$ cat config.mk
export PLATFORM = sky130hd
export DESIGN_NAME = tx_shift_datapath
export DESIGN_NICKNAME = d
export VERILOG_FILES = /design/src/rtl/tx_shift_datapath.sv
export SDC_FILE = /design/constraint.sdc
export NUM_CORES = 1
export LEC_CHECK = 0
export ABC_CLOCK_PERIOD_IN_PS = 1900
export CORE_MARGIN = 5
export CORE_UTILIZATION = 35
export CTS_BUF_LIST = sky130_fd_sc_hd__clkbuf_4
export CTS_CLUSTER_DIAMETER = 60
export DETAILED_ROUTE_END_ITERATION = 10
export HOLD_SLACK_MARGIN = 0.1
export PLACE_DENSITY_LB_ADDON = 0.3
export SLEW_MARGIN = 20
export SYNTH_ARGS = -nofsm -noshare
export SYNTH_HDL_FRONTEND = slang
export SYNTH_SLANG_ARGS = --single-unit
$ cat constraint.sdc
create_clock -name clk -period 1.9 [get_ports clk]
set_clock_uncertainty 0.15 [all_clocks]
set_input_delay 0.475 -clock clk [delete_from_list [all_inputs] [get_ports clk]]
set_output_delay 0.475 -clock clk [all_outputs]
set_load 0.01 [all_outputs]
$ cat src/rtl/tx_shift_datapath.sv
// UART transmit shift datapath: builds a start/data/parity/stop frame on load and
// shifts it out LSB-first at CLKS_PER_BIT clocks per bit while shift_en is high.
module tx_shift_datapath #(
    parameter int unsigned DATA_W       = 8,
    parameter int unsigned CLKS_PER_BIT = 434,
    parameter int unsigned PARITY_EN    = 0,
    parameter int unsigned PARITY_ODD   = 0,
    parameter int unsigned STOP_BITS    = 1
) (
    input  logic              clk,
    input  logic              rst,
    input  logic              load,
    input  logic              shift_en,
    input  logic [DATA_W-1:0] data_in,
    output logic              tx,
    output logic              done,
    output logic              busy
);

    localparam int unsigned FRAME_W = 1 + DATA_W + PARITY_EN + STOP_BITS;
    localparam int unsigned BAUD_W  = (CLKS_PER_BIT > 1) ? $clog2(CLKS_PER_BIT) : 1;
    localparam int unsigned CNT_W   = $clog2(FRAME_W + 1);

    localparam logic [BAUD_W-1:0] BAUD_LAST = BAUD_W'(CLKS_PER_BIT - 1);
    localparam logic [CNT_W-1:0]  BIT_LAST  = CNT_W'(FRAME_W - 1);

    logic [FRAME_W-1:0] r_shreg;
    logic [CNT_W-1:0]   r_bit_cnt;
    logic [BAUD_W-1:0]  r_baud_cnt;
    logic               r_tx;
    logic               r_done;
    logic               r_busy;

    logic [FRAME_W-1:0] w_frame;
    logic               w_parity;

    // Stop bits fill the top by defaulting the whole frame to ones.
    always_comb begin
        w_parity           = (PARITY_ODD != 0) ? ~^data_in : ^data_in;
        w_frame            = '1;
        w_frame[DATA_W:1]  = data_in;
        w_frame[0]         = 1'b0;
        if (PARITY_EN != 0) begin
            w_frame[DATA_W+1] = w_parity;
        end
    end

    always_ff @(posedge clk) begin
        if (rst) begin
            r_shreg    <= '1;
            r_bit_cnt  <= '0;
            r_baud_cnt <= '0;
            r_tx       <= 1'b1;
            r_done     <= 1'b0;
            r_busy     <= 1'b0;
        end else if (load) begin
            r_shreg    <= w_frame;
            r_bit_cnt  <= '0;
            r_baud_cnt <= '0;
            r_tx       <= 1'b0;
            r_done     <= 1'b0;
            r_busy     <= 1'b1;
        end else if (r_busy && shift_en) begin
            if (r_baud_cnt == BAUD_LAST) begin
                r_baud_cnt <= '0;
                r_shreg    <= {1'b1, r_shreg[FRAME_W-1:1]};
                r_bit_cnt  <= r_bit_cnt + 1'b1;
                // Last stop bit has now served its full bit time.
                if (r_bit_cnt == BIT_LAST) begin
                    r_busy <= 1'b0;
                    r_done <= 1'b1;
                    r_tx   <= 1'b1;
                end else begin
                    r_tx   <= r_shreg[1];
                end
            end else begin
                r_baud_cnt <= r_baud_cnt + 1'b1;
            end
        end
    end

    assign tx   = r_tx;
    assign done = r_done;
    assign busy = r_busy;

endmodule

======== Yosys cells after proc, flatten, opt, wreduce, memory -nomap -nowiden ========
Index checks and enable logic that the tools add are counted.
W data, S select, Z words.
operators by class
  $add $sub $neg .......................... 2
  eq/ne operators ......................... 2
  muxes and demuxes ....................... 12
  reduce and logical (&&, ||, !) cells .... 9
operators with widths
  cell                   count
  $mux W9                4
  $add A9 B1 Y9 const B  1
  $eq A9 B9 Y1 const B   1
  $mux W1                8
  $reduce_and A3 Y1      2
  $reduce_bool A2 Y1     3
  $add A4 B1 Y4 const B  1
  $eq A4 B4 Y1 const B   1
  $reduce_and A2 Y1      2
  $reduce_or A2 Y1       1
  $logic_and A1 B1 Y1    1
word-level totals
  register bits ........................... 25
  output and inout port bits .............. 3
  word-level logic and storage cells ...... 31

======== Longest topological paths before layout ========
  depth after elaboration ................. 5
  depth in mapped cells ................... 6

======== Worst setup path before layout ========
No wires, ideal clock.
  kind .................................... reg2reg
  start point ............................. reg r_baud_cnt[0]
  end point ............................... reg r_bit_cnt[3]
  arrival time ............................ 1.333 ns
  data required time ...................... 1.678 ns
  slack ................................... 0.346 ns
  stages on the path, launching flop included .. 6
  buffers on the path ..................... 1
  clock period less this slack ............ 1.554 ns
  cells stage by stage .................... dfxtp_1 -> ha_1 -> nand4b_2 -> buf_2 -> nor4_2 -> mux2i_1
on the way
  longest elaborated chain between the ends .. 2
ends and longest elaborated chain
  element                      RTL line  RTL
  start: declaration           29        logic [BAUD_W-1:0] r_baud_cnt;
  start signal: assignment     77        r_baud_cnt <= r_baud_cnt + 1'b1;
  $eq A9 B9 Y1                 64        if (r_baud_cnt == BAUD_LAST) begin
  $reduce_and A2 Y1 (no line)  --
  end signal: assignment       67        r_bit_cnt <= r_bit_cnt + 1'b1;
  end: declaration             28        logic [CNT_W-1:0] r_bit_cnt;
Every way passes these cells.
A chain may end at the register's enable or synchronous reset.

======== Worst setup path in the final report ========
  start point ............................. reg r_done, in the netlist done
  end point ............................... out done
RTL lines
  element                   RTL line  RTL
  start: declaration        31        logic r_done;
  start signal: assignment  54        r_done <= 1'b0;
  start signal: assignment  61        r_done <= 1'b0;
  start signal: assignment  71        r_done <= 1'b1;
  end: declaration          16        output logic done,
No word-level cell between the ends.

==> impl_results.rst <==
.. list-table::
   :header-rows: 1

   * - Metric
     - Value
   * - Post-Synthesis Net Count
     - 158
   * - XOR/XNOR Fraction of Synth Area
     - 0.0140
   * - Main combinational cell family by area after synthesis
     - simple AND/OR/NAND/NOR gates
   * - Area growth from synthesis to final layout
     - 24.8%
   * - Setup repair bufs after CTS
     - 0
   * - Area share of fa/ha/maj cells after synthesis
     - 0.0400
   * - Post-synthesis mux area share
     - 0.0160
   * - Die height
     - ~70 um
   * - Critical Path Sink Type
     - primary output
   * - Cell type group with the largest total delay on the critical path
     - buffers and inverters
   * - Maximum operating frequency
     - 0.549 GHz
   * - Clock-pin slew of the registers on the worst-case setup and hold paths
     - roughly 0.13 ns
   * - Number of hold violations in the final report
     - 0
   * - Die area
     - 4870 um^2
   * - Std-Cell Core Area
     - 3390 um^2
   * - Count of yosys warnings during synthesis
     - 0
   * - I/O pin count
     - 15
   * - Sinks on the clock net
     - 24
   * - Cell area after layout
     - approximately 1600 um^2
   * - Crit path max-delay cell type
     - sky130_fd_sc_hd__clkdlybuf4s50_1
   * - Count of different cell masters after synthesis
     - 43
   * - Clock H-tree levels
     - 1
   * - Path class of the lowest-slack min-delay path
     - reg -> reg
   * - Wirelength, routed
     - around 3000 um
   * - RSZ-0062 raised after global routing
     - no
   * - Maximum number of buffers from clock root to sink
     - 2
   * - Final count of pins violating max slew
     - 0
   * - Ratio of cells with drive above 1 in the final layout
     - 0.173
   * - Setup total negative slack
     - 0 ns
   * - Detail Route Antenna Nets
     - 0
   * - Simple-Gate Fraction of Synth Area
     - 0.303
   * - Share of total power in sequential cells
     - 0.602
   * - Layout net count
     - 185
   * - Pre-CTS setup slack
     - -0.224 ns
   * - Insertion delay of the later-clocked pin in the worst-skew pair
     - 0.32 ns
   * - Die extent in x
     - 69.8 um
   * - Synthesized instance count
     - approximately 140
   * - Cell-internal power
     - around 660 uW
   * - Area of combinational cells with multiple inputs
     - 709 um^2
   * - Post-synth design cell area
     - between 1000 and 1500 um^2
   * - Switching Power
     - 222 uW
   * - Total instance count after detailed placement
     - 210
   * - Crit path arrival time
     - 1.20 ns
   * - Crit path largest cell delay
     - 0.53 ns
   * - Crit path buf inv count
     - 1
   * - Total number of vias
     - about 1200
   * - Number of clock buffers inserted by TritonCTS
     - 3
   * - Average cell area after synthesis
     - 8.82 um^2
   * - Outcome
     - finished, final reports clean
   * - Critical path fanouts, max
     - 2
   * - FF+latch area
     - roughly 480 um^2
   * - Power per cell area
     - 562 nW/um^2
   * - Detailed placer's ending HPWL
     - 2330 um
   * - Number of failing setup endpoints in the final timing report
     - 0
   * - Actual slew at the worst max-slew pin
     - 0.361 ns
   * - Relative slew slack
     - 0.757
   * - Proportion of power drawn by the clock network
     - 0.271
   * - Switch share
     - 0.253
   * - Logic gate share of total power
     - 0.127
   * - Post-synthesis sequential area ratio
     - 0.384
   * - Critical path startpoint category
     - flip-flop
   * - Count of TritonRoute iterations in the first routing pass
     - 4
   * - Cells traversed along the worst timing path
     - clkdlybuf4s50_1
   * - Class of the most critical setup path
     - reg -> out
   * - Routed WL per cell
     - 14.0 um
   * - Clock tree from TritonCTS
     - done
   * - Initial antenna violation count
     - 0
   * - Synthesized-area fraction occupied by ao, oa, aoi and oai cells
     - 0.194
   * - Post-route setup slack
     - 0.0796 ns
   * - Via density per instance
     - roughly 5.5
   * - CTS Root Buffer Type
     - sky130_fd_sc_hd__clkbuf_4
   * - Number of remaining DRC errors
     - 0
   * - Hold-fix buffers at CTS
     - 0
   * - #FFs+latches synth
     - 24
   * - Cell area reported after detailed placement
     - 1530 um^2
   * - Pin count of the biggest net entering global routing
     - 14
   * - DRT iter0 DRCs
     - between 50 and 60
   * - Vias in the first global route
     - 1064
   * - Antenna cell count
     - 0
   * - P_leak
     - 0.550 nW
   * - Number of core rows
     - 21
   * - Number of port buffers
     - 14
   * - Worst-case hold slack
     - ~0.33 ns
   * - Post-route fraction of the period consumed by the critical path
     - 0.958
   * - Fin cells
     - 214
   * - Starting Density
     - 0.370
   * - Worst EP required
     - ~1.3 ns
   * - Number of fillers in the final layout
     - 330
   * - Leftover overflow at the end of global routing
     - 0
   * - Final weighted congestion of routability-driven global placement
     - 0.837
   * - Combined global-route utilization of all metal layers
     - 0.123
   * - Maximum vdd ir drop
     - 0.000294 V
   * - Max-cap violation count
     - 0
   * - Final min period
     - 1.82 ns
   * - Wire length of the first global-routing pass
     - 4900 um
path summary, 6_finish.rpt:
| kind | from | depth (start not counted) | slack, ns | endpoint |
|---|---|---|---|---|
| hold reg to reg | done | 1 | 0.33 | done |
| hold / removal | done | 1 | 0.33 | done |
| setup / recovery | done | 1 | 0.08 | done |
| setup reg to reg | r_baud_cnt[0] | 5 | 0.10 | r_bit_cnt[3] |
power by group through the flow:
stage               Sequential (mW)  Combinational [mW]  Clock (mW)
finish                        0.529               0.112       0.238
global route                  0.531               0.123       0.275
CTS                           0.529               0.113       0.246
detailed placement            0.539               0.114           0
global placement              0.539               0.113           0
floorplan                     0.539              0.0491           0
per-layer routing:
layer | track usage | up-vias | part of all wire | wire length [um]
met3 | 0.0377 | 5 | 0.025 | 76
met1 | 0.149 | 567 | 0.48 | 1440
met5 | 0 | - | 0 | 0
li1 | - | 599 | - | -
met2 | 0.207 | 9 | 0.49 | 1460
met4 | 0.0362 | 0 | 0.0096 | 29
metrics by stage:
stage / utilization / power (mW)
detailed placement: 0.453 / 0.653
CTS: 0.460 / 0.888
floorplan: - / 0.588
global route: 0.461 / 0.928
global placement: 0.453 / 0.652
finish: 0.461 / 0.879
logic make-up (layout without fill, tap and decap cells):
group / Yosys count / count (layout)
buffers and inverters: 14 / 40
AO/OA/AOI/OAI: 34 / 34
multiplexers: 2 / 2
flip-flops: 24 / 24
XOR/XNOR: 2 / 2
AND/OR/NAND/NOR: 62 / 62
adder cells (fa/ha/maj): 4 / 4
layout by cell type, fill, tap and decap left out, drive strengths merged, types with 2 or more instances in the layout:
| cell | n |
|---|---|
| a21oi | 5 |
| nor2 | 11 |
| mux2i | 2 |
| and4 | 2 |
| or4 | 3 |
| o31ai | 9 |
| ha | 4 |
| clkbuf | 3 |
| nor3 | 5 |
| a211oi | 2 |
| dfxtp | 24 |
| o21ai | 5 |
| nand4 | 9 |
| a31oi | 6 |
| nor4 | 4 |
| nand2 | 7 |
| or3 | 7 |
| o311ai | 2 |
| nand3 | 5 |
| clkdlybuf4s50 | 12 |
| inv | 5 |
| buf | 17 |
synthesized netlist by cell type, drive strengths merged:
cell type | number | share of area
clkbuf | 2 | 0.0060
a31oi | 6 | 0.030
and4bb | 1 | 0.010
nor3 | 5 | 0.020
nor2 | 11 | 0.035
a21oi | 5 | 0.020
mux2i | 2 | 0.016
nand4bb | 1 | 0.0090
o21ai | 5 | 0.020
a2111oi | 1 | 0.012
and3 | 1 | 0.0050
dfxtp | 24 | 0.38
nor4 | 4 | 0.030
nand4 | 9 | 0.045
nand3b | 1 | 0.0060
buf | 7 | 0.029
and4b | 1 | 0.0080
a21boi | 1 | 0.0060
xnor2 | 1 | 0.0070
and4 | 2 | 0.014
a311oi | 1 | 0.0070
o221a | 1 | 0.0090
o31ai | 9 | 0.058
inv | 5 | 0.015
ha | 4 | 0.040
a211oi | 2 | 0.012
nand4b | 1 | 0.012
o311ai | 2 | 0.014
and2 | 1 | 0.0050
nand2 | 7 | 0.021
or4 | 3 | 0.018
o21a | 1 | 0.0060
nand3 | 5 | 0.020
or3 | 7 | 0.035
xor2 | 1 | 0.0070
nor2b | 1 | 0.0050
nand2b | 1 | 0.0050
sequential cells by signal, summed over array words and instances (netlist names):
name and cells:
r_bit_cnt 4, r_shreg 8, r_baud_cnt 9, busy 1
tx 1, done 1
cell type report:
class                   count  area share
inverters                   5      0.0120
well taps                  46      0.0368
clock inverters             1     0.00240
multi-input cells         104       0.454
flip-flops and latches     24       0.308
clock buffers               3      0.0144
repair buffers             31       0.172
timing repair:
item / CTS / global route
resized for setup: 2 / 1
endpoints found under the setup margin: 1 / 1
pin swaps: 0 / 0
cloned: 0 / 0
Note: power is estimated with default switching activity, not from simulation.
